### config.mk
export PLATFORM = sky130hd
export DESIGN_NAME = spi_cmd_sequencer
export DESIGN_NICKNAME = d
export VERILOG_FILES = /design/src/rtl/spi_cmd_sequencer.sv
export SDC_FILE = /design/constraint.sdc
export NUM_CORES = 1
export LEC_CHECK = 0
export ABC_CLOCK_PERIOD_IN_PS = 4500
export CAP_MARGIN = 25
export CORE_MARGIN = 4
export CORE_UTILIZATION = 55
export CTS_CLUSTER_DIAMETER = 120
export DETAILED_ROUTE_END_ITERATION = 16
export GPL_ROUTABILITY_DRIVEN = 1
export GPL_TIMING_DRIVEN = 0
export PLACE_DENSITY = 0.93
export SYNTH_ARGS = -nofsm -noshare
export SYNTH_HDL_FRONTEND = slang
export SYNTH_SLANG_ARGS = --single-unit
### constraint.sdc
create_clock -name sys_clk -period 4.5 [get_ports sys_clk]
set_input_delay 0.9 -clock sys_clk [delete_from_list [all_inputs] [get_ports sys_clk]]
set_output_delay 0.9 -clock sys_clk [all_outputs]
set_load 0.005 [all_outputs]
### src/rtl/spi_cmd_sequencer.sv
// SPI command sequencer: decodes a command byte then burst-writes data bytes
// into a small register bank, reporting good/bad frame completion.
module spi_cmd_sequencer #(
  parameter int ADDR_W    = 2,
  parameter int MAX_BURST = 4
) (
  input  logic                      sys_clk,
  input  logic                      sys_rst_n,
  input  logic [7:0]                rx_data,
  input  logic                      rx_valid,
  input  logic                      rx_err,
  input  logic                      cs_n,
  output logic [8*(2**ADDR_W)-1:0]  cfg_regs,
  output logic                      wr_stb,
  output logic [ADDR_W-1:0]         wr_addr,
  output logic                      frame_done,
  output logic                      frame_err,
  output logic                      busy
);

  typedef enum logic [1:0] {IDLE, CMD, DATA, DROP} state_t;

  state_t            state;
  state_t            proc_state;
  state_t            nxt_state;
  logic [ADDR_W-1:0] addr;
  logic [ADDR_W-1:0] nxt_addr;
  logic [7:0]        count;
  logic [7:0]        nxt_count;
  logic              err_flag;
  logic              nxt_err;
  logic              do_write;
  logic              frame_end;
  logic              cmd_ok;

  // A write command has bit 7 set and no bits above the address field.
  assign cmd_ok = rx_data[7] && ((rx_data[6:0] >> ADDR_W) == 7'd0);

  // The received byte/error is applied first; a frame end seen in the same
  // cycle then judges the frame on that updated state.
  always_comb begin
    proc_state = state;
    nxt_addr   = addr;
    nxt_count  = count;
    nxt_err    = err_flag;
    do_write   = 1'b0;
    case (state)
      IDLE: begin
        if (!cs_n) begin
          proc_state = CMD;
          nxt_err    = 1'b0;
        end
      end
      CMD: begin
        if (rx_err) begin
          proc_state = DROP;
          nxt_err    = 1'b1;
        end else if (rx_valid) begin
          if (cmd_ok) begin
            proc_state = DATA;
            nxt_addr   = rx_data[ADDR_W-1:0];
            nxt_count  = 8'd0;
          end else begin
            proc_state = DROP;
            nxt_err    = 1'b1;
          end
        end
      end
      DATA: begin
        if (rx_err) begin
          proc_state = DROP;
          nxt_err    = 1'b1;
        end else if (rx_valid) begin
          if (count < 8'(MAX_BURST)) begin
            do_write  = 1'b1;
            nxt_addr  = addr + ADDR_W'(1);
            nxt_count = count + 8'd1;
          end else begin
            proc_state = DROP;
            nxt_err    = 1'b1;
          end
        end
      end
      default: ;
    endcase
    frame_end = (state != IDLE) && cs_n;
    nxt_state = frame_end ? IDLE : proc_state;
  end

  always_ff @(posedge sys_clk or negedge sys_rst_n) begin
    if (!sys_rst_n) begin
      state      <= IDLE;
      addr       <= '0;
      count      <= 8'd0;
      err_flag   <= 1'b0;
      cfg_regs   <= '0;
      wr_stb     <= 1'b0;
      wr_addr    <= '0;
      frame_done <= 1'b0;
      frame_err  <= 1'b0;
      busy       <= 1'b0;
    end else begin
      state      <= nxt_state;
      addr       <= nxt_addr;
      count      <= nxt_count;
      err_flag   <= nxt_err;
      wr_stb     <= do_write;
      if (do_write) begin
        cfg_regs[int'(addr)*8 +: 8] <= rx_data;
        wr_addr                     <= addr;
      end
      frame_err  <= frame_end && nxt_err;
      frame_done <= frame_end && !nxt_err && (proc_state == DATA) && (nxt_count != 8'd0);
      busy       <= (nxt_state != IDLE);
    end
  end

endmodule

### Word level (Yosys, flattened, before mapping)

Cells that the tools add are included.

* add/subtract/negate cells: 3
* magnitude comparators: 1
* equality and inequality tests: 9
* shift-type cells: 2
* mux-type cells: 36
* reductions and logical operators: 14

Operators by type and width (count)
* $mux 8: 6
* $neg 5->33: 1
* $shift 8x33->32 const A: 1
* $shiftx 8x33->32: 1
* $bwmux 32: 1
* $mux 2: 13
* $pmux 8 s2: 1
* $mux 1: 12
* $ne 2x2->1 const B: 6
* $add 8x1->8 const B: 1
* $lt 8x3->1 const B: 1
* $reduce_bool 8->1: 1
* $logic_not 7->1: 1
* $reduce_and 7->1: 1
* $logic_and 1x1->1: 6
* $pmux 2 s3: 1
* $reduce_bool 2->1: 3
* $eq 2x2->1 const B: 2
* $pmux 2 s2: 1
* $pmux 1 s3: 1
* $add 2x1->2 const B: 1
* $eq 2x1->1 const B: 1
* $logic_not 2->1: 1
* $logic_not 1->1: 1

* register bits after elaboration: 51
* output and inout port bits: 38
* word-level logic and storage cells: 75

### Depth between registers and ports, before layout

* depth after elaboration: 10
* depth in mapped cells: 8

### Worst setup path after synthesis

No wires, ideal clock.

* path type: input -> register
* start: in rx_data[3]
* end: reg frame_done
* arrival time: 2.196 ns
* required time: 4.368 ns
* setup slack: 2.172 ns
* stages: 5
* path buffers: 0
* path through: or4_4 o31ai_4 nand3b_2 a221oi_2 a31oi_1

* longest elaborated chain between the ends: 10
* elaborated cells on any way between the ends: 20
* classes of those cells: eq/ne (1); mux (12); reduce/logical (7)

RTL lines
* from (decl): line 9 `input logic [7:0] rx_data,`
* $logic_not 7->1 (*): line 37 `assign cmd_ok = rx_data[7] && ((rx_data[6:0] >> ADDR_W) == 7'd0);`
* $logic_and 1x1->1 (*): line 37
* $mux 1: line 59 `if (cmd_ok) begin`
* $mux 1: line 58 `end else if (rx_valid) begin`
* $mux 1: line 55 `if (rx_err) begin`
* $pmux 1 s3: line 47 `case (state)`
* $logic_not 1->1: line 113 `frame_done <= frame_end && !nxt_err && (proc_state == DATA) && (nxt_count != 8'd0);`
* $logic_and 1x1->1 (2 in a row): line 113
* $logic_and 1x1->1 (*): line 113
* to (signal assigned): line 113
* to (decl): line 16 `output logic frame_done,`

Every way passes the cells marked *; elsewhere a longest branch is shown, timed or not.
A chain may end at the register's enable or synchronous reset.

### Worst setup path in the final report

Ends and elaborated chain as after synthesis.

==> flow_summary.json <==
{
  "status": "complete, no violations",
  "dp_hpwl_um": 4340,
  "yosysUniqueCellTypes": 42,
  "worstSetupEndpointType": "register",
  "fin_crit_ns": 2.788,
  "r2r_setup_slack_ns": 2.38,
  "dieWidth_um": 76.26,
  "drcViolationCount": 0,
  "clock_sinks": 51,
  "total_power_mw": 1.625,
  "slew_viol_final": 0,
  "grt_usage": 0.2167,
  "post_cts_buffers": 0,
  "grt_pass1_vias": 2216,
  "via_per_inst": 5.698,
  "drive_gt1_frac": 0.1016,
  "fmax_mhz": 358.7,
  "diodes": 0,
  "hold_violations": 0,
  "initial_core_util": 0.5766,
  "leakagePower_nw": 1.679,
  "fin_crit_sh": 0.6196,
  "first_pass_iters": 4,
  "synth_area_um2": 2562,
  "critical_path_class": "in -> reg",
  "cp.arrival_ns": 2.97,
  "synth_top_cell_by_area": "dfrtp_1",
  "multi_input_area_um2": 1206,
  "synth.avg_cell_area_um2": 10.01,
  "numCtsBuffers": 5,
  "totalWireLength_um": 5841,
  "core_um2": 4444,
  "synth_area_leaders": "dfrtp_1 (50%), a21o_1 (10%), nor2_1 (5.7%)",
  "ir_drop_uv": 289.8,
  "cts_root_buf": "clkbuf_8",
  "wire_per_inst_um": 15.92,
  "hp-class": "in -> async",
  "max-clock-path-buffers": 2,
  "cts_resized": 0,
  "io_buffer_count": 50,
  "overflow": 0,
  "ys_seq_area_frac": 0.4980,
  "insertion_delay_ns": 0.30,
  "grt_pass1_wl_um": 10090,
  "h-tree-depth": 2,
  "cts_tree": "done",
  "ys_ff_latch": 51,
  "die_y_um": 76.26,
  "final_nets": 338,
  "grt_max_degree": 42,
  "pin_count": 51,
  "worstPathMaxFanout": 6,
  "cts_hold_buf": 0,
  "gp_congestion": 0.8199,
  "maxCapViolCount": 0,
  "synth_nets": 280,
  "final-seq-area_um2": 1276,
  "setup_tns_ns": 0,
  "cp-start-kind": "input port",
  "drt-initial-drc-count": 95,
  "syn2layout_area_growth_pct": 26.12,
  "crit_required_ns": 4.68,
  "setup_violations": 0,
  "synthCells": 256,
  "nFillCells": 310,
  "dieArea_um2": 5815,
  "rows": 24,
  "synth_top_cell_area_share": 0.4980,
  "mostFrequentLayoutCells": "dfrtp_1 (51), clkdlybuf4s50_1 (49), nor2_1 (39)",
  "fin_skew_ns": 0.005293,
  "yosys_warnings": 0,
  "relSlewSlack": 0.5330,
  "mostFrequentLayoutCell": "dfrtp_1",
  "rsz0062_at_grt": "no",
  "ant_nets": 0,
  "antenna_found_initial": 0,
  "path_clk_slew_ns": 0.09,
  "power.density_nw_per_um2": 502.7,
  "worst_pin_slew_ns": 0.6951,
  "vias": 2091
}
-- sequential cells by signal, indices dropped and copies added (netlist names) --
signal / count
cfg_regs: 32
count: 8
addr: 2
state: 2
wr_addr: 2
busy: 1
err_flag: 1
frame_done: 1
frame_err: 1
wr_stb: 1
-- final timing paths --
path | start | endpoint | cells past startpoint
setup reg to reg | count[4]$_DFF_PN0_ | cfg_regs[7]$_DFFE_PN0P_ | 6
hold / removal | sys_rst_n | frame_err$_DFF_PN0_ | 1
setup / recovery | rx_data[3] | frame_done$_DFF_PN0_ | 6
hold reg to reg | cfg_regs[9]$_DFFE_PN0P_ | cfg_regs[9]$_DFFE_PN0P_ | 1
min in group sys_clk | cfg_regs[9]$_DFFE_PN0P_ | cfg_regs[9]$_DFFE_PN0P_ | 1
max in group asynchronous | sys_rst_n | wr_addr[0]$_DFFE_PN0P_ | 2
-- cells in the mapped netlist --
| cell type | count |
|---|---|
| nor3_1 | 8 |
| inv_1 | 8 |
| buf_2 | 1 |
| nand3_1 | 3 |
| ha_1 | 11 |
| a22oi_1 | 2 |
| a21oi_1 | 1 |
| o31ai_4 | 1 |
| nand2_2 | 1 |
| nand3_2 | 4 |
| o21ai_0 | 3 |
| dfrtp_1 | 51 |
| a41o_1 | 1 |
| and2_1 | 1 |
| o21bai_1 | 2 |
| o2111ai_1 | 1 |
| mux2i_1 | 7 |
| and2_2 | 5 |
| nand2_1 | 35 |
| nor4_1 | 4 |
| clkbuf_1 | 4 |
| or2_2 | 1 |
| or2b_1 | 2 |
| and3_1 | 1 |
| mux2_2 | 2 |
| o22ai_1 | 1 |
| o21ba_2 | 1 |
| buf_6 | 2 |
| o21a_1 | 1 |
| or4_4 | 1 |
| a21boi_0 | 2 |
| and4_1 | 1 |
| or3_1 | 1 |
| a31oi_1 | 2 |
| buf_4 | 1 |
| a21o_1 | 35 |
| nor2_1 | 39 |
| a221oi_2 | 1 |
| nand2b_1 | 2 |
| nor2b_1 | 4 |
| nand3b_2 | 1 |
| nand4_1 | 1 |
-- layer usage --
layer / share of wire / global-route usage / vias up
met5: 0 / 0 / -
met4: 0.028 / 0.08333 / 0
met3: 0.073 / 0.07683 / 16
met2: 0.48 / 0.3594 / 68
met1: 0.42 / 0.2579 / 1020
li1: - / - / 987
-- critical path, stage by stage --
cell             delay [ns]
clkdlybuf4s50_1        0.55
or4_4                  0.64
o31ai_4                0.33
nand3b_2               0.18
a221oi_2               0.27
a31oi_1                0.11
-- per-stage QoR --
step | hold WS [ns] | util | instances | area, um2 | worst slack, ns
2_1_floorplan | 0.4735 | - | 256 | 2562 | 2.172
3_3_place_gp | 0.4579 | 0.7038 | 358 | 3128 | 1.114
3_5_place_dp | 0.4649 | 0.7072 | 359 | 3143 | 1.428
4_1_cts | 0.4559 | 0.7272 | 367 | 3232 | 1.751
5_1_grt | 0.4591 | 0.7272 | 367 | 3232 | 1.688
6_report | 0.4589 | 0.7272 | 367 | 3232 | 1.712
-- kinds of logic (layout without fill, tap and decap cells) --
group / count (synthesis) / in the layout / synth area share
adders and majority gates: 11 / 11 / 0.05371
DFF: 51 / 51 / 0.4980
AOI/OAI and AO/OA: 54 / 54 / 0.1636
buffers and inverters: 16 / 75 / 0.03125
and+or+nand+nor: 115 / 115 / 0.2173
muxes: 9 / 9 / 0.03613
-- layout make-up --
type | instances | share of cell area
flip-flops and latches | 51 | 0.3949
multi-input cells | 189 | 0.3732
repair buffers | 51 | 0.1595
clock buffers | 5 | 0.02129
well taps | 52 | 0.02013
plain buffers | 8 | 0.01549
inverters | 8 | 0.009292
clock inverters | 3 | 0.006194
-- power breakdown --
part	internal (mW)	switching, mW	leakage [nW]
sequential	0.564	0.0745	0.686
clock	0.108	0.149	0.0402
combinational	0.364	0.365	0.953
total	1.04	0.589	1.68
No activity file was read; power rests on OpenSTA's default activity.
